==> src/rtl/spi_frame_decoder.sv <==
// +----------------------------------------------------------------------------+
// | spi_frame_decoder                                                          |
// | SPI mode-0 slave frame decoder: R/W bit, address, data -> register strobes.|
// | Optional frame_err output enabled by macro SPI_FRAME_DECODER_ERR_EN.       |
// | Revision: 1.0                                                              |
// +----------------------------------------------------------------------------+
`default_nettype none

module spi_frame_decoder #(
   parameter int ADDR_W = 7,
   parameter int DATA_W = 8
) (
   input  logic              rstb,
   input  logic              clk,
   input  logic              ena,
   input  logic              spi_sclk,
   input  logic              spi_cs_n,
   input  logic              spi_mosi,
   output logic              spi_miso,
   output logic [ADDR_W-1:0] reg_addr,
   output logic [DATA_W-1:0] reg_wdata,
   output logic              reg_we,
   output logic              reg_re,
   input  logic [DATA_W-1:0] reg_rdata
`ifdef SPI_FRAME_DECODER_ERR_EN
   ,
   output logic              frame_err
`endif
);

   localparam int c_FL = 1 + ADDR_W + DATA_W;
   localparam int c_CW = $clog2(c_FL + 1);
   localparam int c_TW = $clog2(DATA_W + 1);
   localparam logic [c_CW-1:0] c_ADDR_LAST  = c_CW'(ADDR_W);
   localparam logic [c_CW-1:0] c_FRAME_LAST = c_CW'(c_FL - 1);

   localparam logic [1:0] c_IDLE = 2'd0;
   localparam logic [1:0] c_CMD  = 2'd1;
   localparam logic [1:0] c_DATA = 2'd2;
   localparam logic [1:0] c_DONE = 2'd3;

   logic [1:0]        r_state;
   logic              r_sclk_d;
   logic              r_cs_d;
   logic [c_CW-1:0]   r_bit_cnt;
   logic [c_FL-1:0]   r_shift;
   logic [DATA_W-1:0] r_tx;
   logic [c_TW-1:0]   r_tx_cnt;
   logic              r_miso;
   logic              r_we;
   logic              r_re;
   logic [ADDR_W-1:0] r_addr;
   logic [DATA_W-1:0] r_wdata;

   logic              w_active;
   logic              w_rise;
   logic              w_fall;
   logic [c_FL-1:0]   w_shift_next;

   assign w_active     = ~spi_cs_n & ena;
   assign w_rise       = w_active & spi_sclk & ~r_sclk_d;
   assign w_fall       = w_active & ~spi_sclk & r_sclk_d;
   assign w_shift_next = {r_shift[c_FL-2:0], spi_mosi};

   // r_cs_d resets low so a frame already in progress at reset release is skipped
   always_ff @(posedge clk or negedge rstb) begin
      if (!rstb) begin
         r_state   <= c_IDLE;
         r_sclk_d  <= 1'b0;
         r_cs_d    <= 1'b0;
         r_bit_cnt <= '0;
         r_shift   <= '0;
         r_tx      <= '0;
         r_tx_cnt  <= '0;
         r_miso    <= 1'b0;
         r_we      <= 1'b0;
         r_re      <= 1'b0;
         r_addr    <= '0;
         r_wdata   <= '0;
      end else begin
         r_sclk_d <= spi_sclk;
         r_cs_d   <= spi_cs_n;
         r_we     <= 1'b0;
         r_re     <= 1'b0;
         if (!w_active) begin
            r_state   <= c_IDLE;
            r_bit_cnt <= '0;
            r_tx_cnt  <= '0;
            r_miso    <= 1'b0;
         end else begin
            case (r_state)
               c_IDLE: begin
                  r_bit_cnt <= '0;
                  r_tx_cnt  <= '0;
                  r_miso    <= 1'b0;
                  if (r_cs_d) begin
                     r_state <= c_CMD;
                  end
               end
               c_CMD: begin
                  if (w_rise) begin
                     r_shift   <= w_shift_next;
                     r_bit_cnt <= r_bit_cnt + c_CW'(1);
                     if (r_bit_cnt == c_ADDR_LAST) begin
                        r_addr  <= w_shift_next[ADDR_W-1:0];
                        r_re    <= ~w_shift_next[ADDR_W];
                        r_state <= c_DATA;
                     end
                  end
               end
               c_DATA: begin
                  // reg_rdata is valid while reg_re is high, so load the shifter then
                  if (r_re) begin
                     r_tx     <= reg_rdata;
                     r_tx_cnt <= c_TW'(DATA_W);
                  end else if (w_fall) begin
                     if (r_tx_cnt != '0) begin
                        r_miso   <= r_tx[DATA_W-1];
                        r_tx     <= r_tx << 1;
                        r_tx_cnt <= r_tx_cnt - c_TW'(1);
                     end else begin
                        r_miso <= 1'b0;
                     end
                  end
                  if (w_rise) begin
                     r_shift   <= w_shift_next;
                     r_bit_cnt <= r_bit_cnt + c_CW'(1);
                     if (r_bit_cnt == c_FRAME_LAST) begin
                        if (w_shift_next[c_FL-1]) begin
                           r_wdata <= w_shift_next[DATA_W-1:0];
                        end
                        r_we    <= w_shift_next[c_FL-1];
                        r_state <= c_DONE;
                     end
                  end
               end
               default: begin
                  r_miso <= 1'b0;
               end
            endcase
         end
      end
   end

`ifdef SPI_FRAME_DECODER_ERR_EN
   logic r_frame_err;

   always_ff @(posedge clk or negedge rstb) begin
      if (!rstb) begin
         r_frame_err <= 1'b0;
      end else begin
         r_frame_err <= spi_cs_n & ((r_state == c_CMD) | (r_state == c_DATA));
      end
   end

   assign frame_err = r_frame_err;
`endif

   assign spi_miso  = r_miso;
   assign reg_addr  = r_addr;
   assign reg_wdata = r_wdata;
   assign reg_we    = r_we;
   assign reg_re    = r_re;

endmodule

`default_nettype wire
==> config.mk <==
export PLATFORM = sky130hd
export DESIGN_NAME = spi_frame_decoder
export DESIGN_NICKNAME = d
export VERILOG_FILES = /design/src/rtl/spi_frame_decoder.sv
export SDC_FILE = /design/constraint.sdc
export NUM_CORES = 1
export LEC_CHECK = 0
export ABC_AREA = 1
export CELL_PAD_IN_SITES_DETAIL_PLACEMENT = 0
export CELL_PAD_IN_SITES_GLOBAL_PLACEMENT = 1
export CORE_MARGIN = 3
export CORE_UTILIZATION = 46
export CTS_CLUSTER_DIAMETER = 50
export DETAILED_ROUTE_END_ITERATION = 6
export HOLD_SLACK_MARGIN = 0.06
export PLACE_DENSITY = 0.83
export SLEW_MARGIN = 20
export SYNTH_ARGS = -nofsm -noshare
export SYNTH_HDL_FRONTEND = slang
export SYNTH_SLANG_ARGS = --single-unit
==> constraint.sdc <==
create_clock -name clk -period 3.13 [get_ports clk]
set_input_delay 0.7825 -clock clk [delete_from_list [all_inputs] [get_ports clk]]
set_output_delay 0.7825 -clock clk [all_outputs]
set_load 0.005 [all_outputs]
# ---- Word level (Yosys, flattened, before mapping)
# Cells that the tools add are included.
dict set report totals {
  rom_bits 0
  elab_cells 85
  memories 0
  out_inout_bits 18
  register_bits 54
  ramBits 0
  latch_bits 0
  in_bits 14
}
dict set report classes {
  bitwise_logic 9
  add_sub_neg 2
  eq_ne 18
  n_lt_le_gt_ge 0
  shifts 0
  div_mod_pow 0
  multipliers 0
  muxes 31
  reduce_logical 13
}
# operator count
set op_table {}
lappend op_table {{$mux 8} 3}
lappend op_table {{$ne 3x3->1 const B} 7}
lappend op_table {{$mux 4} 4}
lappend op_table {{$mux 1} 12}
lappend op_table {{$mux 2} 6}
lappend op_table {{$mux 5} 2}
lappend op_table {{$pmux 5 s2} 1}
lappend op_table {{$reduce_and 3->1} 3}
lappend op_table {{$ne 4x4->1 const B} 2}
lappend op_table {{$pmux 4 s2} 1}
lappend op_table {{$reduce_and 4->1} 2}
lappend op_table {{$ne 3x2->1 const B} 2}
lappend op_table {{$pmux 2 s3} 1}
lappend op_table {{$reduce_and 6->1} 1}
lappend op_table {{$add 5x1->5 const B} 1}
lappend op_table {{$and 1x1->1} 5}
lappend op_table {{$eq 5x3->1 const B} 1}
lappend op_table {{$eq 5x4->1 const B} 1}
lappend op_table {{$reduce_and 5->1} 1}
lappend op_table {{$ne 4x1->1 const B} 1}
lappend op_table {{$not 1->1} 4}
lappend op_table {{$reduce_bool 2->1} 2}
lappend op_table {{$reduce_bool 4->1} 1}
lappend op_table {{$sub 4x1->4 const B} 1}
lappend op_table {{other kinds (8)} 8}

# ---- Longest topological paths before layout
# Gate-level depths: netlist of run 1.
dict set report logic_depth {
  ltp_word 8
  ltp_mapped 10
  depth_no_buf 9
}

# ---- Worst setup path before layout of run 1
# OpenSTA, ideal clock, no wires.
dict set report synth_timing {
  path_kind {in2reg}
  start {input port spi_cs_n}
  end {register r_tx[7]}
  setup_slack_ns 1.440
  path_buffers 2
  required_ns 3.008
  stages 8
  arrival_time_ns 1.568
  cell_sequence {inv_1 -> nand2_2 -> buf_6 -> o21ai_4 -> nand3_4 -> buf_6 -> nand2_2 -> o21ai_2}
}
dict set report synth_between {
  elab_chain_len 6
}
# element line
set synth_rtl {}
lappend synth_rtl {{start, declared} 17} ;# input logic spi_cs_n,
lappend synth_rtl {{$not 1->1 *} 60} ;# assign w_active = ~spi_cs_n & ena;
lappend synth_rtl {{$and 1x1->1 *} 60}
lappend synth_rtl {{$and 1x1->1 (2 in a row)} 62} ;# assign w_fall = w_active & ~spi_sclk & r_sclk_d;
lappend synth_rtl {{$reduce_bool 2->1 (no line)} n/a}
lappend synth_rtl {{$reduce_and 4->1 (no line) *} n/a}
lappend synth_rtl {{end signal, assigned} 114} ;# r_tx <= reg_rdata;
lappend synth_rtl {{end signal, assigned} 119} ;# r_tx <= r_tx << 1;
lappend synth_rtl {{end, declared} 47} ;# logic [DATA_W-1:0] r_tx;
# Mark *: on every way between the ends. The rest lies on a longest branch, timed or not.
# A chain may end at the register's enable or synchronous reset.

# ---- Worst setup path after layout of run 1
dict set report layout_timing {
  start {input port spi_cs_n}
  end {register r_shift[11]}
}
dict set report layout_between {
  elab_chain_len 5
}
# element line
set layout_rtl {}
lappend layout_rtl {{$not 1->1 *} 60}
lappend layout_rtl {{$and 1x1->1 *} 60}
lappend layout_rtl {{$and 1x1->1 (2 in a row)} 61} ;# assign w_rise = w_active & spi_sclk & ~r_sclk_d;
lappend layout_rtl {{$reduce_and 3->1 (no line) *} n/a}
lappend layout_rtl {{end signal, assigned} 102} ;# r_shift <= w_shift_next;
lappend layout_rtl {{end signal, assigned} 126} ;# r_shift <= w_shift_next;
lappend layout_rtl {{end, declared} 46} ;# logic [c_FL-1:0] r_shift;
# Marked as above.

==> flow_metrics.py, run 1 <==
metrics = {
    "floorplan": {
        "die_h_um": 81.1,
        "row_count": 26,
        "coreArea_um2": 5270,
        "ios": 32,
        "die_area_um2": 6580,
        "floorplan.initialDensity": 0.493,
        "die_w_um": 81.1,
    },
    "route": {
        "firstDrtPassIters": 4,
        "drt.antenna.violating_nets": 0,
        "post_drt_via_cell_ratio": 4.82,
        "drt_iter0_drc": 64,
        "drc_errors": 0,
        "vias": 1827,
        "routedWlPerCell_um": 12.3,
        "wirelength_um": 4670,
    },
    "yosys": {
        "syn_area_per_cell_um2": 9.44,
        "yosys_warnings": 0,
        "synth-seq-cells": 54,
        "synth_cell_types": 24,
        "seq_area_frac_synth": 0.520,
        "synth_cells": 275,
        "syn_nets": 297,
        "synth_area_um2": 2600,
    },
    "setup_path": {
        "path_class": "input port to flop",
        "critPathMaxStageDelay_ns": 0.49,
        "cp_slowest_cell": "clkdlybuf4s50_1",
        "worstPathArrival_ns": 2.41,
        "cp.required_ns": 3.35,
        "rr_worst_depth": 8,
        "crit_path_end_kind": "flop",
        "cp_max_fo": 26,
        "setup.worst_path.start_class": "input port",
        "worstPathCellList": "clkdlybuf4s50_1, inv_1, nand2_2, nor2_4, nand2_2, inv_1, nand2_1, nand2_1",
    },
    "grt": {
        "antenna_found_initial": 0,
        "grt_overflow": 0,
        "grt_use_total": 0.162,
        "grt_max_degree": 55,
        "grt_pass1_wl_um": 8170,
        "grt_pass1_vias": 1792,
    },
    "layout": {
        "multi_input_area_um2": 1070,
        "regArea_um2": 1350,
        "fillers": 499,
        "fin_nets": 330,
        "utilization": 0.576,
        "area_delta_synth_final_pct": 16.9,
        "drive_above_1_share": 0.159,
        "diodes": 0,
    },
    "clock_network": {
        "cts_sinks": 54,
        "root_buffer": "clkbuf_8",
        "cts-buffers-inserted": 5,
        "path_clk_slew_ns": 0.11,
        "post_cts_buffers": 0,
        "cts_buffer_depth": 2,
        "hold_buffers": 0,
        "tritoncts": "done",
        "htree_levels": 2,
        "clk-insertion-delay-late_ns": 0.32,
        "cts_resized": 0,
    },
    "pwr": {
        "switching_share": 0.286,
        "clkPwrFrac": 0.316,
        "power.density_nw_per_um2": 439,
        "switchingPower_mw": 0.381,
        "power.share.sequential": 0.566,
        "intPower_mw": 0.951,
        "ir_drop_mv": 0.319,
        "leakagePower_nw": 1.40,
        "combPwrFrac": 0.117,
    },
    "timing": {
        "setup_viol": 0,
        "fin_hold_ws_ns": 0.466,
        "worst_slew_pin_slew_ns": 0.673,
        "period_share": 0.700,
        "worst_clock_skew_ns": 0.00612,
        "period_needed_ns": 2.19,
        "relSlewSlack": 0.551,
        "tns_ns": 0,
        "max_freq_mhz": 456,
        "hold_viol": 0,
        "fin_ws_ns": 0.937,
        "finalMaxSlewViolations": 0,
        "rsz0062_at_grt": "false",
    },
    "placed_design": {
        "io_buffers": 31,
        "routabilityCongestion": 0.815,
        "hpwl_um": 3290,
        "place_ws_ns": 0.603,
    },
    "outcome": {
        "outcome": "finished, final reports clean",
    },
    "hold_path": {
        "hold_depth": 1,
        "min_path_type": "flop to flop",
    },
    "run": {
        "cap_violations": 0,
    },
}
[cell usage in the layout (no fill, tap or decap), types with 3 or more instances in the layout]
master           count
mux2i_1              7
clkbuf_8             5
nand2_1             79
inv_1               27
a21oi_1              3
nor2_1              14
ha_1                 8
o21ai_1              3
nor2_4               3
o21ai_0             16
clkdlybuf4s50_1     30
nand2_2              5
nand3_1             13
dfrtp_1             54
o21ai_2             22
nand4_1              3
[through the flow]
| step | cell area [um2] | power (mW) | instances |
|---|---|---|---|
| after floorplan | 2600 | 0.870 | 275 |
| after global placement | 2940 | 0.926 | 371 |
| after detailed placement | 2940 | 0.928 | 371 |
| after CTS | 3040 | 1.35 | 379 |
| after global routing | 3040 | 1.41 | 379 |
| final | 3040 | 1.33 | 379 |
[synthesized netlist by cell type]
| cell type | count | share of area |
|---|---|---|
| ha_1 | 8 | 0.039 |
| buf_6 | 5 | 0.022 |
| nand2_1 | 79 | 0.11 |
| inv_1 | 27 | 0.039 |
| o21ai_1 | 3 | 0.0058 |
| xor2_1 | 1 | 0.0034 |
| nand3_1 | 13 | 0.025 |
| dfrtp_1 | 54 | 0.52 |
| nor3_1 | 1 | 0.0019 |
| o21ai_4 | 1 | 0.0063 |
| buf_2 | 2 | 0.0039 |
| o21ai_0 | 16 | 0.031 |
| nand4_1 | 3 | 0.0072 |
| nand3_2 | 2 | 0.0077 |
| inv_2 | 2 | 0.0029 |
| o211ai_1 | 1 | 0.0029 |
| nand3_4 | 2 | 0.013 |
| mux2i_1 | 7 | 0.027 |
| nor2_1 | 14 | 0.020 |
| nor2_2 | 1 | 0.0024 |
| nand2_2 | 5 | 0.012 |
| o21ai_2 | 22 | 0.074 |
| nor2_4 | 3 | 0.013 |
| a21oi_1 | 3 | 0.0058 |
[layout make-up]
cell class / count / share of cell area
Sequential cell: 54 / 0.445
Inverter: 29 / 0.0359
Multi-Input combinational cell: 185 / 0.352
Clock buffer: 5 / 0.0227
Tap cell: 70 / 0.0289
Clock inverter: 3 / 0.00948
Timing Repair Buffer: 33 / 0.106
[power groups by stage]
stage	registers, mW	clock network (mW)	logic (mW)
global placement	0.767	0	0.159
CTS	0.755	0.438	0.161
detailed placement	0.768	0	0.160
floorplan	0.763	0	0.107
finish	0.754	0.421	0.157
global route	0.758	0.462	0.185
[flip-flops by register name, summed over array words and instances (netlist names)]
register and flops:
r_shift 15, r_tx 8, reg_wdata 8, reg_addr 7
r_bit_cnt 5, r_tx_cnt 4, r_state 2, r_cs_d 1
r_sclk_d 1, reg_re 1, reg_we 1, spi_miso 1
[critical path: cells and delay by family]
family / cells / cell delay [ns]
simple gates: 5 / 0.83
buf+inv: 3 / 0.79
[final timing paths]
check | slack [ns] | endpoint | startpoint
worst max-delay path | 0.94 | r_shift[11] | spi_cs_n
worst min-delay path | 0.47 | r_bit_cnt[3] | r_bit_cnt[3]
worst max register to register | 1.29 | r_shift[11] | r_state[0]
worst min register to register | 0.47 | r_bit_cnt[3] | r_bit_cnt[3]
max in group asynchronous | 2.11 | r_shift[13] | rstb
min in group asynchronous | 0.57 | r_state[0] | rstb
[cells by family after synthesis]
logic type               count (synthesis)  synth area share
AO/OA/AOI/OAI                           46             0.126
AND/OR/NAND/NOR                        123             0.217
adder cells (fa/ha/maj)                  8            0.0386
multiplexers                             7            0.0270
buffers and inverters                   36            0.0675
flip-flops                              54             0.520
XOR/XNOR                                 1           0.00337
[layer usage]
layer | global-route usage | part of all wire | vias to the layer above
li1 | - | - | 943
met1 | 0.211 | 0.48 | 857
met2 | 0.263 | 0.47 | 21
met3 | 0.0388 | 0.034 | 6
met4 | 0.0608 | 0.013 | 0
met5 | 0 | 0 | -
Note: power is estimated with default switching activity, not from simulation.
==> run 2, diff against run 1 <==
--- a/config.mk
+++ b/config.mk
@@ -9,11 +9,11 @@
 export CELL_PAD_IN_SITES_DETAIL_PLACEMENT = 0
 export CELL_PAD_IN_SITES_GLOBAL_PLACEMENT = 1
 export CORE_MARGIN = 3
-export CORE_UTILIZATION = 46
+export CORE_UTILIZATION = 42
 export CTS_CLUSTER_DIAMETER = 50
 export DETAILED_ROUTE_END_ITERATION = 6
 export HOLD_SLACK_MARGIN = 0.06
-export PLACE_DENSITY = 0.83
+export PLACE_DENSITY = 0.76
 export SLEW_MARGIN = 20
 export SYNTH_ARGS = -nofsm -noshare
 export SYNTH_HDL_FRONTEND = slang
==> constraint.sdc (replaced) <==
create_clock -name clk -period 2.2 [get_ports clk]
set_input_delay 0.55 -clock clk [delete_from_list [all_inputs] [get_ports clk]]
set_output_delay 0.55 -clock clk [all_outputs]
set_load 0.005 [all_outputs]
==> flow_metrics.py, run 2 (same netlist as run 1, synthesis figures left out) <==
metrics = {
    "timing": {
        "setup_viol": 0,
        "period_needed_ns": 1.77,
        "worst_clock_skew_ns": 0.00742,
        "rsz0062_at_grt": "false",
        "tns_ns": 0,
        "relSlewSlack": 0.752,
        "worst_slew_pin_slew_ns": 0.371,
        "finalMaxSlewViolations": 0,
        "max_freq_mhz": 566,
        "hold_viol": 0,
        "period_share": 0.803,
    },
    "pwr": {
        "ir_drop_mv": 0.316,
        "switchingPower_mw": 0.487,
        "clkPwrFrac": 0.288,
        "power.density_nw_per_um2": 595,
        "combPwrFrac": 0.125,
        "switching_share": 0.266,
        "leakagePower_nw": 1.41,
        "power.share.sequential": 0.587,
        "intPower_mw": 1.34,
    },
    "setup_path": {
        "r2r_setup_slack_ns": 0.56,
        "r2r-end": "reg_wdata[5]",
        "cp.required_ns": 2.39,
        "path_class": "input port to flop",
        "setup.worst_path.start_class": "input port",
        "worstPathArrival_ns": 1.96,
        "crit_path_end_kind": "flop",
        "r2r_start": "r_bit_cnt[0]",
        "cp_max_fo": 17,
        "rr_worst_depth": 9,
    },
    "floorplan": {
        "floorplan.initialDensity": 0.436,
        "coreArea_um2": 5960,
        "die_h_um": 84.6,
        "die_w_um": 84.6,
        "row_count": 28,
        "ios": 32,
        "die_area_um2": 7160,
    },
    "clock_network": {
        "hold_buffers": 0,
        "cts_resized": 0,
        "cts-buffers-inserted": 5,
        "cts_buffer_depth": 2,
        "path_clk_slew_ns": 0.09,
        "cts_sinks": 54,
        "post_cts_buffers": 0,
        "clk-insertion-delay-late_ns": 0.30,
        "htree_levels": 2,
        "tritoncts": "done",
        "root_buffer": "clkbuf_8",
    },
    "placed_design": {
        "io_buffers": 31,
        "hpwl_um": 3370,
        "routabilityCongestion": 0.757,
        "post_dp_cell_area_um2": 2990,
    },
    "layout": {
        "postLayoutCellArea_um2": 3070,
        "area_delta_synth_final_pct": 18.4,
        "fin_nets": 335,
        "fillers": 577,
        "regMostFlops": "r_shift",
        "largest_register_ffs": 15,
        "drive_above_1_share": 0.166,
        "layout_common_cells": "nand2_1 (79), dfrtp_1 (54), clkdlybuf4s50_1 (30)",
        "final_common_cell": "nand2_1",
        "diodes": 0,
    },
    "route": {
        "drt.antenna.violating_nets": 0,
        "wirelength_um": 4770,
        "firstDrtPassIters": 5,
        "vias": 1807,
        "drt_iter0_drc": 77,
        "routedWlPerCell_um": 12.3,
        "drc_errors": 0,
        "post_drt_via_cell_ratio": 4.66,
    },
    "grt": {
        "grt_use_total": 0.152,
        "grt_pass1_wl_um": 8830,
        "grt_overflow": 0,
        "grt_pass1_vias": 1878,
        "grt_max_degree": 55,
        "antenna_found_initial": 0,
    },
    "run": {
        "cap_violations": 0,
    },
    "hold_path": {
        "min_path_type": "input port to asynchronous set/reset pin",
    },
    "outcome": {
        "outcome": "finished, final reports clean",
    },
}
-- run 2: through the flow --
| stage | total power [mW] | setup WS [ns] | hold WS [ns] | std cells | util |
|---|---|---|---|---|---|
| 6_report | 1.83 | 0.434 | 0.220 | 388 | 0.516 |
| 5_1_grt | 1.94 | 0.231 | 0.232 | 388 | 0.516 |
| 4_1_cts | 1.87 | 0.430 | 0.227 | 388 | 0.516 |
| 3_5_place_dp | 1.33 | 0.104 | 0.451 | 381 | 0.503 |
| 3_3_place_gp | 1.32 | 0.136 | 0.448 | 381 | 0.503 |
| 2_1_floorplan | 1.24 | 0.740 | 0.254 | 275 | - |
-- run 2: layout make-up --
cell class / instances / area, um2 / share of cell area
clock buffers: 6 / 72.6 / 0.0236
clock inverters: 1 / 7.51 / 0.00244
inverters: 29 / 109 / 0.0354
multi-input cells: 185 / 1070 / 0.348
flip-flops and latches: 54 / 1350 / 0.440
well taps: 75 / 93.8 / 0.0305
repair buffers: 38 / 370 / 0.120
-- run 2: routing by layer --
metal	vias up	GRT usage	part of all wire
met3	6	0.0393	0.044
met5	-	0	0
met2	39	0.236	0.44
met1	811	0.208	0.50
met4	0	0.0518	0.015
li1	951	-	-
-- run 2: worst max-delay path by stage --
stage	start	to	slack [ns]	cells after the start
2_1_floorplan	r_state[0]	r_tx[7]	0.74	8
4_1_cts	ena	reg_wdata[5]	0.43	8
5_1_grt	ena	reg_wdata[7]	0.23	8
3_3_place_gp	ena	reg_wdata[2]	0.14	8
6_report	ena	reg_wdata[5]	0.43	8
3_5_place_dp	ena	reg_wdata[5]	0.10	8
-- run 2: critical path: stages --
cell,delay (ns)
clkdlybuf4s50_1,0.53
inv_1,0.05
nor2_1,0.17
nand3_1,0.14
inv_2,0.09
nand3_4,0.22
nand2_1,0.15
o21ai_2,0.06
-- run 2: power by group through the flow --
stage | Sequential (mW) | Combinational, mW | Clock, mW
after floorplan | 1.09 | 0.153 | 0
after global placement | 1.09 | 0.234 | 0
after detailed placement | 1.09 | 0.234 | 0
after CTS | 1.07 | 0.235 | 0.559
after global routing | 1.08 | 0.268 | 0.592
final | 1.07 | 0.229 | 0.527
